--- config.mk ---
export PLATFORM = sky130hd
export DESIGN_NAME = alu_exec_unit
export DESIGN_NICKNAME = d
export VERILOG_FILES = /design/src/rtl/alu_pkg.sv /design/src/rtl/alu_muldiv_iter.sv /design/src/rtl/alu_exec_unit.sv
export SDC_FILE = /design/constraint.sdc
export NUM_CORES = 1
export LEC_CHECK = 0
export CAP_MARGIN = 20
export CORE_MARGIN = 1.5
export CORE_UTILIZATION = 50
export DETAILED_ROUTE_END_ITERATION = 10
export HOLD_SLACK_MARGIN = 0.15
export PLACE_DENSITY = 0.7
export REMOVE_ABC_BUFFERS = 1
export SYNTH_ARGS = -nofsm -noshare
export SYNTH_HDL_FRONTEND = slang
export SYNTH_SLANG_ARGS = --single-unit
--- constraint.sdc ---
create_clock -name clk -period 12.55 [get_ports clk]
set_input_delay 2.51 -clock clk [delete_from_list [all_inputs] [get_ports clk]]
set_output_delay 2.51 -clock clk [all_outputs]
set_load 0.02 [all_outputs]
--- src/rtl/alu_pkg.sv ---
// ---------------------------------------------------------------------------
// alu_pkg
// Shared definitions for the MIPS execute stage: R-type function codes, the
// aluop encoding, the internal 4-bit ALU control code, the sequencing FSM
// states and the aluop/func -> control-code decoder.
// Build option: MIPS_ALU_DIV_EN (DIVU support) is passed to decode_ctrl as
// the div_en argument by the top level.
// ---------------------------------------------------------------------------
package alu_pkg;

    localparam logic [5:0] FUNC_SLL   = 6'b000000;
    localparam logic [5:0] FUNC_SRL   = 6'b000010;
    localparam logic [5:0] FUNC_SRA   = 6'b000011;
    localparam logic [5:0] FUNC_MULTU = 6'b011001;
    localparam logic [5:0] FUNC_DIVU  = 6'b011011;
    localparam logic [5:0] FUNC_ADD   = 6'b100000;
    localparam logic [5:0] FUNC_SUB   = 6'b100010;
    localparam logic [5:0] FUNC_AND   = 6'b100100;
    localparam logic [5:0] FUNC_OR    = 6'b100101;
    localparam logic [5:0] FUNC_XOR   = 6'b100110;
    localparam logic [5:0] FUNC_NOR   = 6'b100111;
    localparam logic [5:0] FUNC_SLT   = 6'b101010;
    localparam logic [5:0] FUNC_SLTU  = 6'b101011;

    typedef enum logic [1:0] {
        ALUOP_RTYPE = 2'b00,
        ALUOP_ADD   = 2'b01,
        ALUOP_SUB   = 2'b10,
        ALUOP_OR    = 2'b11
    } aluop_e;

    typedef enum logic [3:0] {
        ALU_ADD    = 4'd0,
        ALU_SUB    = 4'd1,
        ALU_AND    = 4'd2,
        ALU_OR     = 4'd3,
        ALU_SLL    = 4'd4,
        ALU_SRL    = 4'd5,
        ALU_SLT    = 4'd6,
        ALU_SUBCMP = 4'd7,
        ALU_ORI    = 4'd8,
        ALU_XOR    = 4'd9,
        ALU_NOR    = 4'd10,
        ALU_SRA    = 4'd11,
        ALU_SLTU   = 4'd12,
        ALU_MUL    = 4'd13,
        ALU_DIV    = 4'd14,
        ALU_ILL    = 4'd15
    } alu_ctrl_e;

    typedef enum logic [1:0] {
        ST_IDLE = 2'd0,
        ST_BUSY = 2'd1,
        ST_DONE = 2'd2
    } state_e;

    // Pure combinational decode; unknown funcs (and DIVU when not built in)
    // map to ALU_ILL so nothing from a previous operation is retained.
    function automatic alu_ctrl_e decode_ctrl(input logic [1:0] aluop,
                                              input logic [5:0] func,
                                              input logic       div_en);
        alu_ctrl_e ctrl;
        ctrl = ALU_ILL;
        case (aluop)
            ALUOP_ADD: ctrl = ALU_ADD;
            ALUOP_SUB: ctrl = ALU_SUBCMP;
            ALUOP_OR:  ctrl = ALU_ORI;
            ALUOP_RTYPE: begin
                case (func)
                    FUNC_ADD:   ctrl = ALU_ADD;
                    FUNC_SUB:   ctrl = ALU_SUB;
                    FUNC_AND:   ctrl = ALU_AND;
                    FUNC_OR:    ctrl = ALU_OR;
                    FUNC_XOR:   ctrl = ALU_XOR;
                    FUNC_NOR:   ctrl = ALU_NOR;
                    FUNC_SLL:   ctrl = ALU_SLL;
                    FUNC_SRL:   ctrl = ALU_SRL;
                    FUNC_SRA:   ctrl = ALU_SRA;
                    FUNC_SLT:   ctrl = ALU_SLT;
                    FUNC_SLTU:  ctrl = ALU_SLTU;
                    FUNC_MULTU: ctrl = ALU_MUL;
                    FUNC_DIVU:  ctrl = div_en ? ALU_DIV : ALU_ILL;
                    default:    ctrl = ALU_ILL;
                endcase
            end
            default: ctrl = ALU_ILL;
        endcase
        return ctrl;
    endfunction

endpackage

--- src/rtl/alu_muldiv_iter.sv ---
// ---------------------------------------------------------------------------
// alu_muldiv_iter
// Iterative unsigned multiplier (shift-add) and, when MIPS_ALU_DIV_EN is
// defined, restoring divider. One step per clock; the start edge itself
// performs the first step, so WIDTH steps finish WIDTH-1 edges after start.
// Ports:
//   clk, rst   : clock, synchronous active-high reset
//   start      : load operands (and take the first step)
//   is_div     : 1 = divide, 0 = multiply (ignored without MIPS_ALU_DIV_EN)
//   a, b       : multiplicand/dividend, multiplier/divisor
//   done       : the current edge performs the final step
//   lo, hi     : product {hi,lo}, or quotient (lo) / remainder (hi)
// ---------------------------------------------------------------------------
module alu_muldiv_iter #(
    parameter int WIDTH = 32,
    parameter int CW    = $clog2(WIDTH) + 1
) (
    input  logic             clk,
    input  logic             rst,
    input  logic             start,
    input  logic             is_div,
    input  logic [WIDTH-1:0] a,
    input  logic [WIDTH-1:0] b,
    output logic             done,
    output logic [WIDTH-1:0] lo,
    output logic [WIDTH-1:0] hi
);

    localparam logic [WIDTH-1:0] ZERO_W = {WIDTH{1'b0}};

    // count_r holds the number of steps still to perform
    logic [CW-1:0]    count_r;
    logic [WIDTH-1:0] acc_r;
    logic [WIDTH-1:0] q_r;
    logic [WIDTH-1:0] b_r;
    logic [WIDTH-1:0] acc_src_s;
    logic [WIDTH-1:0] q_src_s;
    logic [WIDTH-1:0] b_src_s;
    logic [WIDTH:0]   sum_s;
    logic [WIDTH-1:0] acc_next_s;
    logic [WIDTH-1:0] q_next_s;
    logic             div_src_s;
`ifdef MIPS_ALU_DIV_EN
    logic             is_div_r;
    logic [WIDTH:0]   shifted_s;
    logic [WIDTH:0]   diff_s;
`else
    logic             div_unused_s;
    assign div_unused_s = is_div;
`endif

    // Step source: fresh operands on the start edge, otherwise the registers
    always_comb begin
        acc_src_s = acc_r;
        q_src_s   = q_r;
        b_src_s   = b_r;
        if (start) begin
            acc_src_s = ZERO_W;
            q_src_s   = a;
            b_src_s   = b;
`ifdef MIPS_ALU_DIV_EN
            div_src_s = is_div;
        end else begin
            div_src_s = is_div_r;
        end
`else
            div_src_s = 1'b0;
        end else begin
            div_src_s = 1'b0;
        end
`endif
    end

    // One iteration: shift-add for multiply, restoring subtract for divide
    always_comb begin
        // Multiply: add the multiplicand when the multiplier LSB is set, then
        // shift {carry, acc, q} right; q collects product bits from the top.
        sum_s      = {1'b0, acc_src_s} + (q_src_s[0] ? {1'b0, b_src_s} : {1'b0, ZERO_W});
        acc_next_s = sum_s[WIDTH:1];
        q_next_s   = {sum_s[0], q_src_s[WIDTH-1:1]};
`ifdef MIPS_ALU_DIV_EN
        // Divide: remainder stays below the divisor so it fits in WIDTH bits;
        // bit WIDTH of the difference is the borrow.
        shifted_s = {acc_src_s, q_src_s[WIDTH-1]};
        diff_s    = shifted_s - {1'b0, b_src_s};
        if (div_src_s) begin
            if (!diff_s[WIDTH]) begin
                acc_next_s = diff_s[WIDTH-1:0];
                q_next_s   = {q_src_s[WIDTH-2:0], 1'b1};
            end else begin
                acc_next_s = shifted_s[WIDTH-1:0];
                q_next_s   = {q_src_s[WIDTH-2:0], 1'b0};
            end
        end else begin
            shifted_s = {acc_src_s, q_src_s[WIDTH-1]};
        end
`endif
    end

    // Datapath and step counter registers
    always_ff @(posedge clk) begin
        if (rst) begin
            count_r  <= {CW{1'b0}};
            acc_r    <= ZERO_W;
            q_r      <= ZERO_W;
            b_r      <= ZERO_W;
`ifdef MIPS_ALU_DIV_EN
            is_div_r <= 1'b0;
`endif
        end else if (start || (count_r != {CW{1'b0}})) begin
            acc_r    <= acc_next_s;
            q_r      <= q_next_s;
            b_r      <= b_src_s;
            count_r  <= start ? CW'(WIDTH - 1) : (count_r - CW'(1));
`ifdef MIPS_ALU_DIV_EN
            is_div_r <= div_src_s;
`endif
        end
    end

    assign done = (count_r == CW'(1));
    assign lo   = q_r;
    assign hi   = acc_r;

endmodule

--- src/rtl/alu_exec_unit.sv ---
// ---------------------------------------------------------------------------
// alu_exec_unit
// Handshaked MIPS execute stage. Decodes aluop/func, runs single-cycle ALU
// ops directly into the output register and hands MULTU/DIVU to the
// iterative sequencer (alu_muldiv_iter).
// Build option: MIPS_ALU_DIV_EN compiles in DIVU; otherwise DIVU is illegal
// and div0 stays 0.
// Ports:
//   clk, rst            : clock, synchronous active-high reset
//   in_valid/in_ready   : upstream handshake; aluop, func, op_a, op_b, shamt
//   out_valid/out_ready : downstream handshake; result, hi, zero, illegal, div0
// ---------------------------------------------------------------------------
module alu_exec_unit
    import alu_pkg::*;
#(
    parameter int WIDTH = 32,
    parameter int SHW   = $clog2(WIDTH)
) (
    input  logic             clk,
    input  logic             rst,
    input  logic             in_valid,
    output logic             in_ready,
    input  logic [1:0]       aluop,
    input  logic [5:0]       func,
    input  logic [WIDTH-1:0] op_a,
    input  logic [WIDTH-1:0] op_b,
    input  logic [SHW-1:0]   shamt,
    output logic             out_valid,
    input  logic             out_ready,
    output logic [WIDTH-1:0] result,
    output logic [WIDTH-1:0] hi,
    output logic             zero,
    output logic             illegal,
    output logic             div0
);

    localparam logic [WIDTH-1:0] ZERO_W = {WIDTH{1'b0}};
    localparam logic [WIDTH-1:0] ONES_W = {WIDTH{1'b1}};
`ifdef MIPS_ALU_DIV_EN
    localparam logic DIV_EN = 1'b1;
`else
    localparam logic DIV_EN = 1'b0;
`endif

    state_e           state_r, state_next_s;
    alu_ctrl_e        ctrl_s;
    logic [WIDTH-1:0] alu_res_s, alu_hi_s, seq_lo_s, seq_hi_s;
    logic             alu_ill_s, alu_div0_s, is_seq_s;
    logic             slot_free_s, in_ready_s, accept_s, start_s;
    logic             load_single_s, load_seq_s, seq_done_s;
    logic [WIDTH-1:0] result_r, hi_r;
    logic             out_valid_r, zero_r, illegal_r, div0_r;

    assign ctrl_s        = decode_ctrl(aluop, func, DIV_EN);
    assign slot_free_s   = !out_valid_r || out_ready;
    assign accept_s      = in_valid && in_ready_s;
    assign start_s       = accept_s && is_seq_s;
    assign load_single_s = accept_s && !is_seq_s;

    // Single-cycle ALU; MULTU/DIVU results come from the sequencer instead
    always_comb begin
        alu_res_s  = ZERO_W;
        alu_hi_s   = ZERO_W;
        alu_ill_s  = 1'b0;
        alu_div0_s = 1'b0;
        case (ctrl_s)
            ALU_ADD:             alu_res_s = op_a + op_b;
            ALU_SUB, ALU_SUBCMP: alu_res_s = op_a - op_b;
            ALU_AND:             alu_res_s = op_a & op_b;
            ALU_OR, ALU_ORI:     alu_res_s = op_a | op_b;
            ALU_XOR:             alu_res_s = op_a ^ op_b;
            ALU_NOR:             alu_res_s = ~(op_a | op_b);
            ALU_SLL:             alu_res_s = op_a << shamt;
            ALU_SRL:             alu_res_s = op_a >> shamt;
            ALU_SRA:             alu_res_s = $unsigned($signed(op_a) >>> shamt);
            ALU_SLT:             alu_res_s = {{(WIDTH-1){1'b0}}, ($signed(op_a) < $signed(op_b))};
            ALU_SLTU:            alu_res_s = {{(WIDTH-1){1'b0}}, (op_a < op_b)};
            ALU_MUL:             alu_res_s = ZERO_W;
`ifdef MIPS_ALU_DIV_EN
            ALU_DIV: begin
                // Divide by zero finishes immediately with the MIPS-style result
                if (op_b == ZERO_W) begin
                    alu_res_s  = ONES_W;
                    alu_hi_s   = op_a;
                    alu_div0_s = 1'b1;
                end else begin
                    alu_res_s  = ZERO_W;
                end
            end
`else
            ALU_DIV:             alu_ill_s = 1'b1;
`endif
            ALU_ILL:             alu_ill_s = 1'b1;
            default:             alu_ill_s = 1'b1;
        endcase
    end

    // Route MULTU and non-zero-divisor DIVU to the sequencer
    always_comb begin
        if (ctrl_s == ALU_MUL) begin
            is_seq_s = 1'b1;
        end else if ((ctrl_s == ALU_DIV) && (op_b != ZERO_W)) begin
            is_seq_s = 1'b1;
        end else begin
            is_seq_s = 1'b0;
        end
    end

    alu_muldiv_iter #(.WIDTH(WIDTH)) u_muldiv (
        .clk    (clk),
        .rst    (rst),
        .start  (start_s),
        .is_div (ctrl_s == ALU_DIV),
        .a      (op_a),
        .b      (op_b),
        .done   (seq_done_s),
        .lo     (seq_lo_s),
        .hi     (seq_hi_s)
    );

    // FSM state register
    always_ff @(posedge clk) begin
        if (rst) begin
            state_r <= ST_IDLE;
        end else begin
            state_r <= state_next_s;
        end
    end

    // FSM next-state logic
    always_comb begin
        state_next_s = ST_IDLE;
        case (state_r)
            ST_IDLE: state_next_s = start_s     ? ST_BUSY : ST_IDLE;
            ST_BUSY: state_next_s = seq_done_s  ? ST_DONE : ST_BUSY;
            ST_DONE: state_next_s = slot_free_s ? ST_IDLE : ST_DONE;
            default: state_next_s = ST_IDLE;
        endcase
    end

    // FSM outputs: accept only in IDLE, unload the sequencer only in DONE
    always_comb begin
        in_ready_s = 1'b0;
        load_seq_s = 1'b0;
        case (state_r)
            ST_IDLE: in_ready_s = slot_free_s;
            ST_BUSY: in_ready_s = 1'b0;
            ST_DONE: load_seq_s = slot_free_s;
            default: in_ready_s = 1'b0;
        endcase
    end

    // Output register; data holds while out_valid && !out_ready
    always_ff @(posedge clk) begin
        if (rst) begin
            out_valid_r <= 1'b0;
            result_r    <= ZERO_W;
            hi_r        <= ZERO_W;
            zero_r      <= 1'b1;
            illegal_r   <= 1'b0;
            div0_r      <= 1'b0;
        end else if (load_single_s) begin
            out_valid_r <= 1'b1;
            result_r    <= alu_res_s;
            hi_r        <= alu_hi_s;
            zero_r      <= (alu_res_s == ZERO_W);
            illegal_r   <= alu_ill_s;
            div0_r      <= alu_div0_s;
        end else if (load_seq_s) begin
            out_valid_r <= 1'b1;
            result_r    <= seq_lo_s;
            hi_r        <= seq_hi_s;
            zero_r      <= (seq_lo_s == ZERO_W);
            illegal_r   <= 1'b0;
            div0_r      <= 1'b0;
        end else if (out_ready) begin
            out_valid_r <= 1'b0;
        end
    end

    assign in_ready  = in_ready_s;
    assign out_valid = out_valid_r;
    assign result    = result_r;
    assign hi        = hi_r;
    assign zero      = zero_r;
    assign illegal   = illegal_r;
    assign div0      = div0_r;

endmodule

==> metrics.txt <==
outcome=complete, no violations; top cell type by total area after synthesis=dfxtp_1; Post-Syn Instances=2,596; Worst VDD drop=0.0001209 V; H-tree depth=4; largest family of logic cells by synthesized area=compound AO/OA/AOI/OAI gates; nets=2,810; Post-CTS Repair Setup Buffers=0; largest net degree at the start of global routing=86; Num CTS Buffers=17; FF-to-FF path depth=22; GRT Overall Usage=0.3924; post-route ant nets=0; Yosys reg bits=171; buffers added on ports=148; Post-synth ARST share=0; period utilization=0.7268; Via Count=20,880; compound-cell area share of the yosys netlist=0.2831; Crit-path slowest cell=nand3_4; Synth Area in Simple Gates=0.2294; Reg2Reg Setup Slack=6610 ps; initial antenna violation count=1; share of the synthesized area in the top cell type=0.1781; row cnt=71; synth warn=0; die width=199.1 um; pin slew with the least headroom to its limit=1123 ps; WP data required=12,840 ps; number of global-route vias before repair=19,580; main flop type after synthesis=dfxtp_1; DPL Wire Length=59.97 mm; Final Critical Period=9121 ps; first-pass GRT wire length=118.9 mm; Worst EP arrival=9420 ps; Relative slew margins=0.2441; initial drt markers=2,151; Placed Area=0.02075 sq mm; RSZ-0062 raised after global routing=false; beginning of the worst hold path=hi[28]; Root Buffer Master=clkbuf_16; Routed wire per std cell=25.22 um; IO Pins=150; mean number of vias per cell=6.698; maxcap violations=0; # hold bufs at CTS=0; CTS tree=built; Synth area leaders=dfxtp_1 18%, ha_1 8.7%, mux4_2 6.6%; Post-Syn Area per Cell=7.406 sq um; startpoint types=primary input; RR Endpoint=u_muldiv.hi[31]; Clock Sinks=171; worst-skew pair later-pin latency=440 ps; CORE AREA=0.03776 sq mm; slowest stage delay, CP=760 ps; hold path depth=2; Max Clock Freq=109.6 MHz; mux cell area share after synthesis=0.1296; crit-path max FO=85; Power Density=94.42 mW/mm^2; Worst Hold End=hi[28]; DRC viols=0; setup TNS=0 ps; clk slew on worst S/H paths=70 ps; Final Hold Viols=0; crit end category=flop; worst r2r src=out_valid; Initial DRT Pass Iterations=6; area grow syn2layout=11.08%; # fillers=3,653; max-slew violation count=0; post-synthesis xor/xnor area fraction=0.01822; total wire length=78.60 mm; sequential element share of the synthesized area=0.1781; GPL Wtd Cong=1.032; Hold Path Class=flop to flop; leakage power=8.538 nW; Clock Tree Buf Depth=2; WS Path Type=primary input to flop; die height=199.1 um; post-CTS sizing=0; post-route cell area=0.02135 sq mm; share of cells above drive strength 1=0.08253; grt total ovfl=0; clk_skew=9.786 ps; Distinct cells, synth=110; Netlist Area Pre-Place=0.01922 sq mm; # setup viols final=0; EDFF count, synth=0; post-synthesis adder-cell area fraction=0.09034; full die area=0.03963 sq mm; Initial Util=0.5092
==> cells in the final DEF, fill, tap and decap left out, types with 45 or more instances in the layout <==
| master | netlist | routed |
|---|---|---|
| a211oi_1 | 93 | 93 |
| a21oi_1 | 243 | 242 |
| and2_1 | 46 | 45 |
| clkdlybuf4s50_1 | 0 | 142 |
| dfxtp_1 | 171 | 171 |
| ha_1 | 134 | 134 |
| inv_1 | 115 | 115 |
| mux2i_1 | 97 | 97 |
| mux4_2 | 56 | 56 |
| nand2_1 | 286 | 284 |
| nand3_1 | 52 | 51 |
| nor2_1 | 325 | 324 |
| nor3_1 | 47 | 45 |
| o21ai_0 | 97 | 97 |
==> registers in the layout, indices dropped and copies added, names as in the netlist, 2 cells and up <==
signal / cells
hi: 32
u_muldiv.lo: 32
u_muldiv.hi: 32
u_muldiv.b_r: 32
result: 32
state_r: 2
u_muldiv.count_r: 6
==> area by class of cell <==
type,count,area (sq um),area share
inverters,118,442.9,0.02074
clock buffers,20,456.7,0.02139
repair buffers,189,1784,0.08355
multi-input cells,2095,14490,0.6785
well taps,511,639.4,0.02994
diodes,1,2.502,0.0001172
flip-flops and latches,171,3423,0.1603
clock inverters,12,116.4,0.005449
==> synth_stat cells (28+ instances only) <==
cell      number
nor3_1        47
o211ai_1      29
ha_1         134
nor4_1        35
mux2i_1       97
mux4_2        56
o21ai_0       97
xnor2_1       34
dfxtp_1      171
nand2_1      286
and2_1        46
a211oi_1      93
a21oi_1      243
and3_1        28
nor2_1       325
buf_2         31
a21o_1        35
clkbuf_1     152
inv_1        115
nand3_1       52
==> layer usage <==
metal | part of all wire | up-vias | global-route usage
li1 | - | 9539 | -
met1 | 0.41 | 10000 | 0.5187
met2 | 0.43 | 1120 | 0.6009
met3 | 0.086 | 215 | 0.06127
met4 | 0.066 | 2 | 0.2382
met5 | 0.00014 | - | 0
==> worst max-delay path: cells and delay by family <==
family,cells,cell delay [ps]
AO/OA/AOI/OAI,12,3020
adder cells (fa/ha/maj),3,1000
buffers and inverters,3,1050
AND/OR/NAND/NOR,7,1800
==> power by group <==
group	internal (mW)	switching, mW	total [mW]
registers	0.577	0.0291	0.606
clock network	0.285	0.227	0.513
logic	0.325	0.573	0.898
total	1.19	0.830	2.02
==> worst max path at each step <==
stage                  from               to  slack [ps]  cells past startpoint
finish              func[1]  u_muldiv.hi[31]        3430                     25
global route        func[1]  u_muldiv.hi[31]        3010                     25
CTS                 func[1]  u_muldiv.hi[24]        3530                     25
detailed placement  func[1]  u_muldiv.hi[24]        3060                     25
global placement    func[1]  u_muldiv.hi[24]        3270                     25
floorplan           func[0]  u_muldiv.hi[24]        1070                     22
==> through the flow <==
step,worst slack (ps),util,cells,hold slack (ps),total power [mW]
final,3429,0.5656,3117,458.5,2.016
after global routing,3009,0.5655,3116,477.7,2.105
after CTS,3527,0.5648,3115,461.0,1.998
after detailed placement,3061,0.5496,3083,449.2,1.488
after global placement,3269,0.5495,3082,443.3,1.478
after floorplan,1066,-,2384,434.5,1.148
==> kinds of logic after synthesis <==
kind of cell / count (synthesis)
AOI/OAI and AO/OA: 799
xor gates and xnor gates: 40
adders and majority gates: 137
buffers and inverters: 330
DFF: 171
muxes: 174
other: 1
and+or+nand+nor: 944
Note: power is estimated with default switching activity, not from simulation.
